**src/rtl/inst_cache_pkg.sv**
```systemverilog
// Shared constants for the direct-mapped instruction cache: default geometry,
// FSM state codes and the tag-width helper.
package inst_cache_pkg;

   localparam int IC_INDEX_BITS  = 4;
   localparam int IC_OFFSET_BITS = 2;
   localparam int IC_ADDR_W      = 32;
   localparam int IC_DATA_W      = 32;

   localparam logic [0:0] IC_IDLE   = 1'b0;
   localparam logic [0:0] IC_REFILL = 1'b1;

   function automatic int ic_tag_bits(input int addr_w, input int index_bits, input int offset_bits);
      return addr_w - 2 - index_bits - offset_bits;
   endfunction

endpackage

```
**src/rtl/inst_cache_line_ram.sv**
```systemverilog
// Tag, valid and data storage for the instruction cache. Async read by index,
// sync word write, tag/valid commit at the end of a refill, and a flush-all clear.
module inst_cache_line_ram
   import inst_cache_pkg::*;
#(
   parameter int INDEX_BITS  = IC_INDEX_BITS,
   parameter int OFFSET_BITS = IC_OFFSET_BITS,
   parameter int TAG_BITS    = ic_tag_bits(IC_ADDR_W, IC_INDEX_BITS, IC_OFFSET_BITS),
   parameter int DATA_W      = IC_DATA_W
) (
   input  logic                   clk,
   input  logic                   rst,
   input  logic [INDEX_BITS-1:0]  rd_index,
   input  logic [OFFSET_BITS-1:0] rd_offset,
   output logic                   rd_valid,
   output logic [TAG_BITS-1:0]    rd_tag,
   output logic [DATA_W-1:0]      rd_data,
   input  logic                   wr_en,
   input  logic [INDEX_BITS-1:0]  wr_index,
   input  logic [OFFSET_BITS-1:0] wr_offset,
   input  logic [DATA_W-1:0]      wr_data,
   input  logic                   commit_en,
   input  logic [TAG_BITS-1:0]    commit_tag,
   input  logic                   commit_valid,
   input  logic                   flush_all
);

   localparam int LINES = 1 << INDEX_BITS;
   localparam int WORDS = 1 << OFFSET_BITS;

   logic [LINES-1:0]    valid;
   logic [TAG_BITS-1:0] tag_arr  [LINES];
   logic [DATA_W-1:0]   data_arr [LINES][WORDS];

   // A commit in the same cycle as a flush carries commit_valid=0, so the order is harmless.
   always_ff @(posedge clk or negedge rst) begin
      if (!rst) begin
         valid <= '0;
      end else begin
         if (flush_all) valid <= '0;
         if (commit_en) valid[wr_index] <= commit_valid;
      end
   end

   always_ff @(posedge clk) begin
      if (wr_en)     data_arr[wr_index][wr_offset] <= wr_data;
      if (commit_en) tag_arr[wr_index]             <= commit_tag;
   end

   assign rd_valid = valid[rd_index];
   assign rd_tag   = tag_arr[rd_index];
   assign rd_data  = data_arr[rd_index][rd_offset];

endmodule

```
**src/rtl/inst_cache.sv**
```systemverilog
// Direct-mapped instruction cache: combinational hit path to the cpu fetch port,
// one-line burst refill over a req/ack memory bus on a miss.
//
//  state     | meaning
//  IC_IDLE   | serving lookups; a miss captures the line and starts a refill
//  IC_REFILL | requesting line words in order until the last word is acked
module inst_cache
   import inst_cache_pkg::*;
#(
   parameter int INDEX_BITS  = IC_INDEX_BITS,
   parameter int OFFSET_BITS = IC_OFFSET_BITS,
   parameter int ADDR_W      = IC_ADDR_W,
   parameter int DATA_W      = IC_DATA_W
) (
   input  logic              clk,
   input  logic              rst,
   input  logic              cpu_ce_in,
   input  logic [ADDR_W-1:0] cpu_addr_in,
   output logic [DATA_W-1:0] cpu_data_out,
   output logic              stall_req_out,
   input  logic              flush_in,
   output logic              mem_req_out,
   output logic [ADDR_W-1:0] mem_addr_out,
   input  logic              mem_ack_in,
   input  logic [DATA_W-1:0] mem_data_in
);

   localparam int TAG_BITS = ic_tag_bits(ADDR_W, INDEX_BITS, OFFSET_BITS);

   logic [0:0]             state;
   logic [OFFSET_BITS-1:0] word_cnt;
   logic                   flush_pending;
   logic [TAG_BITS-1:0]    line_tag;
   logic [INDEX_BITS-1:0]  line_index;

   logic [TAG_BITS-1:0]    cpu_tag;
   logic [INDEX_BITS-1:0]  cpu_index;
   logic [OFFSET_BITS-1:0] cpu_offset;
   logic                   addr_lsb_unused;

   logic                   rd_valid;
   logic [TAG_BITS-1:0]    rd_tag;
   logic [DATA_W-1:0]      rd_data;

   logic hit;
   logic refilling;
   logic word_ack;
   logic refill_last;
   logic flush_all;

   assign cpu_tag         = cpu_addr_in[ADDR_W-1 -: TAG_BITS];
   assign cpu_index       = cpu_addr_in[2+OFFSET_BITS +: INDEX_BITS];
   assign cpu_offset      = cpu_addr_in[2 +: OFFSET_BITS];
   assign addr_lsb_unused = ^cpu_addr_in[1:0];

   assign hit         = cpu_ce_in & rd_valid & (rd_tag == cpu_tag);
   assign refilling   = (state == IC_REFILL);
   assign word_ack    = refilling & mem_ack_in;
   assign refill_last = word_ack & (&word_cnt);
   // A flush arriving on the final ack still has to kill the line being committed.
   assign flush_all   = (~refilling & flush_in) | (refill_last & (flush_pending | flush_in));

   assign cpu_data_out  = hit ? rd_data : '0;
   assign stall_req_out = rst & cpu_ce_in & (refilling | ~hit);
   assign mem_req_out   = refilling;
   assign mem_addr_out  = refilling ? {line_tag, line_index, word_cnt, 2'b00} : '0;

   always_ff @(posedge clk or negedge rst) begin
      if (!rst) begin
         state         <= IC_IDLE;
         word_cnt      <= '0;
         flush_pending <= 1'b0;
         line_tag      <= '0;
         line_index    <= '0;
      end else begin
         case (state)
            IC_IDLE: begin
               flush_pending <= 1'b0;
               if (cpu_ce_in && !hit) begin
                  state      <= IC_REFILL;
                  line_tag   <= cpu_tag;
                  line_index <= cpu_index;
                  word_cnt   <= '0;
               end
            end
            default: begin
               if (flush_in) flush_pending <= 1'b1;
               if (mem_ack_in) begin
                  word_cnt <= word_cnt + OFFSET_BITS'(1);
                  if (&word_cnt) begin
                     state         <= IC_IDLE;
                     flush_pending <= 1'b0;
                  end
               end
            end
         endcase
      end
   end

   inst_cache_line_ram #(
      .INDEX_BITS  (INDEX_BITS),
      .OFFSET_BITS (OFFSET_BITS),
      .TAG_BITS    (TAG_BITS),
      .DATA_W      (DATA_W)
   ) u_line_ram (
      .clk          (clk),
      .rst          (rst),
      .rd_index     (cpu_index),
      .rd_offset    (cpu_offset),
      .rd_valid     (rd_valid),
      .rd_tag       (rd_tag),
      .rd_data      (rd_data),
      .wr_en        (word_ack),
      .wr_index     (line_index),
      .wr_offset    (word_cnt),
      .wr_data      (mem_data_in),
      .commit_en    (refill_last),
      .commit_tag   (line_tag),
      .commit_valid (~(flush_pending | flush_in)),
      .flush_all    (flush_all)
   );

endmodule

```
**config.mk**
```make
export PLATFORM = sky130hd
export DESIGN_NAME = inst_cache
export DESIGN_NICKNAME = d
export VERILOG_FILES = /design/src/rtl/inst_cache_pkg.sv /design/src/rtl/inst_cache_line_ram.sv /design/src/rtl/inst_cache.sv
export SDC_FILE = /design/constraint.sdc
export NUM_CORES = 2
export LEC_CHECK = 0
export BUFFER_PORTS_ARGS = -buffer_cell sky130_fd_sc_hd__buf_2
export CAP_MARGIN = 20
export CORE_UTILIZATION = 55
export CTS_BUF_LIST = sky130_fd_sc_hd__clkbuf_8
export DETAILED_ROUTE_END_ITERATION = 8
export PLACE_DENSITY = 0.71
export SLEW_MARGIN = 20
export SYNTH_ARGS = -nofsm -noshare
export SYNTH_HDL_FRONTEND = slang
export SYNTH_SLANG_ARGS = --single-unit
```
**constraint.sdc**
```tcl
create_clock -name clk -period 7.1 [get_ports clk]
set_input_delay 0.71 -clock clk [delete_from_list [all_inputs] [get_ports clk]]
set_output_delay 0.71 -clock clk [all_outputs]
set_load 0.02 [all_outputs]
```
==> After elaboration in Yosys (flattened, before gate mapping) <==
Memories as Yosys holds them, arrays and structs flattened.
Cells that the tools add are included.
W data, S select, Z words.
{ "totals": {"reg_bits": 48, "ram_bits": 2432, "inputBits": 69, "output_inout_bits": 66, "word_cells": 70, "mem_count": 2} }
{ "mem_list": {"columns": ["name", "depth", "word_bits", "read_ports", "rd_ports_with_merged_regs", "wr", "line_no", "source"], "rows": [
  ["u_line_ram.data_arr", 16, 128, 1, 0, 1, "inst_cache_line_ram.sv:33", "logic [DATA_W-1:0] data_arr [LINES][WORDS];"],
  ["u_line_ram.tag_arr", 16, 24, 1, 0, 1, "inst_cache_line_ram.sv:32", "logic [TAG_BITS-1:0] tag_arr [LINES];"]
]} }
{ "classes": {"n_addsub": 1, "magnitude_cmp": 6, "eq_ne": 2, "mux": 29, "bitwise_logic": 16, "reduce_logical": 8} }
{ "op_table": {"columns": ["op", "count"], "rows": [
  ["$mux W32", 5],
  ["$mux W128", 1],
  ["$bmux W32 S2", 1],
  ["$demux W32 S2", 1],
  ["$mux W16", 2],
  ["$eq A24 B24 Y1", 1],
  ["$bwmux W16", 1],
  ["$mux W1", 13],
  ["$lt A4 B5 Y1 const B", 2],
  ["$and A1 B1 Y1", 8],
  ["$ge A3 B3 Y1 const B", 2],
  ["$mux W2", 3],
  ["$not A2 Y3", 2],
  ["$reduce_and A2 Y1", 3],
  ["$bmux W1 S4", 1],
  ["$demux W1 S4", 1],
  ["$ge A4 B1 Y1 const B", 1],
  ["$logic_and A1 B1 Y1", 3],
  ["$lt A3 B1 Y1 const B", 1],
  ["$not A1 Y1", 3],
  ["$or A1 B1 Y1", 3],
  ["$add A2 B1 Y2 const B", 1],
  ["$ne A2 B2 Y1 const B", 1],
  ["$reduce_bool A2 Y1", 1],
  ["$logic_not A1 Y1", 1]
]} }

==> Depth between registers and ports, before layout <==
{ "depth": {"ltp_word": 8, "ltp_mapped": 13} }

==> Cells and area by module <==
Synthesis repeated with hierarchy kept, for this count alone.
{ "hier_totals": {"hier_cells": 4246, "area_unflattened_um2": 95544.1} }
{ "modules_own_cells": {"columns": ["module", "instances", "cells_per_inst", "area_per_inst_um2", "seq_area_each_um2"], "rows": [
  ["inst_cache_line_ram", 1, 4055, 93559.7, 73430.4],
  ["inst_cache", 1, 191, 1984.4, 800.8]
]} }

==> Worst setup path before layout <==
OpenSTA, ideal clock, no wires.
{ "synth_path": {"path_type": "input to register", "startpoint": "input port mem_ack_in", "endpoint": "memory u_line_ram.data_arr[11][0] (netlist name), enable pin", "setup_ps": 473, "t_arrival_ps": 3837, "path_slack_ps": 2790, "path_stages": 4, "path_cell_list": "clkbuf_1 > nand3_1 > clkbuf_1 > nor2_1"} }
{ "synth_between": {"elab_chain_cells": 3} }
{ "synth_rtl": {"columns": ["item", "line_no", "source"], "rows": [
  ["start: declaration", "inst_cache.sv:24", "input logic mem_ack_in,"],
  ["$and A1 B1 Y1", "inst_cache.sv:58", "assign word_ack = refilling & mem_ack_in;"],
  ["$mux W1", "inst_cache_line_ram.sv:46", "if (wr_en) data_arr[wr_index][wr_offset] <= wr_data;"],
  ["$mux W128 (not written as such)", "inst_cache_line_ram.sv:46", null],
  ["end: declaration", "inst_cache_line_ram.sv:33", null]
]} }
Every way passes these cells.

==> Worst setup path in the final report <==
{ "layout_path": {"startpoint": "input port cpu_addr_in[5]", "endpoint": "output port cpu_data_out[21]"} }
{ "layout_between": {"elab_chain_cells": 5} }
{ "layout_rtl": {"columns": ["item", "line_no", "source"], "rows": [
  ["start: declaration", "inst_cache.sv:18", "input logic [ADDR_W-1:0] cpu_addr_in,"],
  ["$mem_v2 Z16 W128 or $bmux W1 S4 (tied branches)", null, null],
  ["$bmux W32 S2 or $mux W1 (tied branches)", "inst_cache_line_ram.sv:52, inst_cache_line_ram.sv:50", null],
  ["$mux W32 (not written as such) or $and A1 B1 Y1 (tied branches) (2 in series)", "inst_cache_line_ram.sv:52, inst_cache.sv:56", null],
  ["$mux W32 *", "inst_cache.sv:63", "assign cpu_data_out = hit ? rd_data : '0;"],
  ["end: declaration", "inst_cache.sv:19", "output logic [DATA_W-1:0] cpu_data_out,"]
]} }
Mark *: on every way between the ends. The rest lies on a longest branch, timed or not. The select of a mux whose other input is x is not followed.

==> results.md <==
- CORE AREA: around 170000 um2
- Count of endpoints failing hold in the final timing report: 0
- H-tree levels: 5
- Sequential cell area fraction in the yosys report: 0.7770
- FF+latch count, synth: 2480
- Power Density: between 200 and 300 nW/um2
- Leakage power total: around 34 nW
- Top flip-flop cell by instance count after synthesis: edfxtp_1
- Max frequency: between 0.15 and 0.2 GHz
- Clock latency on the worst-skew pair: 1.09 ns
- Area delta synth->final: 11.88%
- Cells along the critical path: buf_8 -> mux4_2 -> mux2_2 -> a221oi_1 -> a31oi_1 -> nor3_1 -> and4_4 -> nand2_1 -> buf_4 -> a311oi_1 -> buf_2
- Initial core utilization: 0.5551
- Clock power frac: 0.355
- Combinational family with the most area after synthesis: multiplexers
- Final-report setup violation count: 0
- Maximum number of pins on one net before global-route repair: between 100 and 150
- Number of max-cap violations: 0
- Comb power frac: 0.080
- Setup crit end kind: output pin
- Outcome: finished clean
- Aggregate negative setup slack: 0 ns
- Global-route wire length before repair: roughly 320 mm
- Synth Instances: roughly 3900
- Area of the die: 175400 um2
- Routed vias/inst: about 6.4
- Multiplexer area fraction after synthesis: 0.1882
- Number of primary I/O pins: between 100 and 150
- Portion of the clock cycle consumed by the worst path in the final layout: 0.7988
- Final count of pins violating max slew: 0
- Quantity of gates resized following cts: 0
- Post-route minimum period: ~5.7 ns
- Overall global routing resource usage: 0.2625
- Total placed instance area: ~100000 um2
- Detailed-router iteration count before antenna repair: 5
- DP HPWL: 114.8 mm
- Clock buffer depth: 4
- Per-cell routed wire length: roughly 32 um
- Compound-Gate Fraction of Synth Area: 0.006391
- Via count of the first global-routing pass: ~45000
- Avg Synthesized Cell Area: 24.37 um2
- Die height: around 420 um
- Initial DRC count: 5692
- Adder-Cell Fraction of Synth Area: 0.0005238
- Layout cells sized above 1: 0.3358
- Startpoint of the lowest-slack register-to-register path: mem_req_out
- Slowest stage delay, CP: 0.61 ns
- Number of sinks driven by the clock tree: between 2000 and 2500
- Antenna violations before repair: 20
- Clock tree from TritonCTS: built
- Worst slack at placement: ~1.3 ns
- Number of buffers inserted by port buffering: 130
- Async set-reset flop share out of synthesis: 0.01935
- Total power after layout: between 0.03 and 0.04 W
- Net count reported at finish: 4451
- Count of standard-cell rows: approximately 150
- Basic-gate share of the synthesized area counting and, or, nand and nor cells: 0.01283
- Drt total wl: 226.8 mm
- Worst Path Required: roughly 6.4 ns
- Post-synth EDFFs: about 2400
- Total clock buffers created by CTS: between 300 and 400
- Yosys top cell by area: edfxtp_1
- Vias after detailed routing: 44620
- Master cell of the clock root buffer: clkbuf_8
- Count of warnings emitted by yosys: 0
- Pin slew with the least headroom to its limit: roughly 1.1 ns
- Synth top area share: 0.7644
- Arrival time of the worst setup path: ~5 ns
- Number of distinct library cells after synthesis: 56
- GR Overflow Total: 0
- Post-detailed-route count of antenna-violating nets: 0
- Highest net fanout along the worst path: 85
- DRC violations left: 0
- Sw frac: 0.2394
- Internal power: about 0.023 W
- Net switching power: roughly 0.0073 W
- Relative slew margins: 0.2448
- Worst-case setup margin in the final layout: between 1 and 1.5 ns
- Most used standard cells in the synthesized netlist: 2432 x edfxtp_1, 749 x mux4_2, 77 x buf_2, 74 x mux2i_1, 73 x nor2_1
- Gp weighted congestion: between 0.7 and 0.8
- Crit path from: cpu_addr_in[5]
- Type of origin of the critical path: input port
- Area contributors post-synth: edfxtp_1 76%, mux4_2 18%, dfrtp_1 1.3%, mux2i_1 0.78%, buf_2 0.40%
- Post-Route Skew: about 0.091 ns
- Chip Width: roughly 420 um
- Cell area after synthesis: 95540 um2
- Final standard cell area without fillers: ~110000 um2
- Peak VDD IR: approximately 0.27 mV
- Crit Path Category: in -> out
- Type of the tightest min-delay check: in -> async
- Synth Area in XOR/XNOR: 0.002934
- Library cell contributing the largest single delay on the critical path: mux4_2
- Unrepaired setup endpoints after global routing: no
- Top-count cell post-synth: edfxtp_1
- Share of power burned in registers: 0.565
- Clock transition at the register clock pins on the worst setup and hold paths after CTS: around 0.060 ns
## worst max-delay path: cells and delay by family
family                 cells  cell delay [ns]
buffers and inverters      3             1.17
AO/OA/AOI/OAI              3             1.12
AND/OR/NAND/NOR            3             0.96
multiplexers               2             0.91
## kinds of logic after synthesis
family / count (synthesis)
compound gates: 76
fa+ha+maj: 4
xor+xnor: 32
flops: 2480
other cells: 1
simple gates: 249
mux: 853
buf+inv: 225
## power groups by stage
stage	clock (W)	sequential, W	combinational (W)
after floorplan	0	0.0174	0.00148
after global placement	0	0.0176	0.00241
after detailed placement	0	0.0177	0.00245
after CTS	0.0110	0.0173	0.00247
after global routing	0.0117	0.0174	0.00258
final	0.0109	0.0173	0.00247
## registers in the layout, summed over array words and instances, names as in the netlist
name                 flops
word_cnt                 2
line_index               4
u_line_ram.valid        16
mem_req_out              1
u_line_ram.data_arr   2048
flush_pending            1
u_line_ram.tag_arr     384
line_tag                24
## metrics by stage
step,util,instances,hold slack [ns]
floorplan,-,3921,0.4144
detailed placement,0.5786,6266,0.5176
finish,0.6211,6994,0.1741
global route,0.6210,6992,0.1469
global placement,0.5786,6266,0.5076
CTS,0.6205,6984,0.06812
## layer usage
metal | up-vias | routed length (um) | track usage
li1 | 17870 | - | -
met1 | 23940 | 85560 | 0.3593
met2 | 2444 | 112300 | 0.4204
met3 | 360 | 22280 | 0.06103
met4 | 4 | 6646 | 0.08990
met5 | - | 27 | 0
## cell type report
cell class	count	area (um2)
inverters	9	38.79
diodes	8	20.02
clock inverters	278	1240
repair buffers	279	2116
fillers	11380	65220
clock buffers	414	5698
well taps	2310	2890
flip-flops and latches	2480	74230
multi-input cells	1216	20660
## final timing paths
| kind | end | slack, ns | depth (start not counted) |
|---|---|---|---|
| max | cpu_data_out[21] | 1.43 | 11 |
| min reg2reg | u_line_ram.valid[10] | 0.53 | 2 |
| max in group asynchronous | u_line_ram.valid[13] | 5.89 | 3 |
| max reg2reg | u_line_ram.tag_arr[11][19] | 2.79 | 3 |
| min in group clk | u_line_ram.data_arr[10][35] | 0.20 | 1 |
| min | line_tag[4] | 0.17 | 2 |
## placed cells by master (no fill, tap or decap), drive strengths merged, types with 8 or more instances in the layout
| cell | Yosys | layout |
|---|---|---|
| edfxtp | 2432 | 2432 |
| mux4 | 749 | 749 |
| clkbuf | 68 | 414 |
| buf | 148 | 253 |
| clkinv | 0 | 141 |
| inv | 9 | 138 |
| mux2i | 74 | 74 |
| nor2 | 73 | 73 |
| nand2 | 57 | 57 |
| dfrtp | 48 | 48 |
| and2 | 37 | 37 |
| mux2 | 30 | 30 |
| dlygate4sd3 | 0 | 26 |
| xnor2 | 24 | 24 |
| a211oi | 22 | 22 |
| and3 | 21 | 21 |
| nor2b | 17 | 17 |
| nand3 | 12 | 12 |
| a311oi | 9 | 9 |
| diode | 0 | 8 |
| nor3 | 8 | 8 |
| xor2 | 8 | 8 |
## timing repair
item | in CTS | in global routing
hold endpoints to repair | 40 | 0
hold buffers | 26 | 0
setup buffers | 0 | 0
Note: power is estimated with default switching activity, not from simulation.
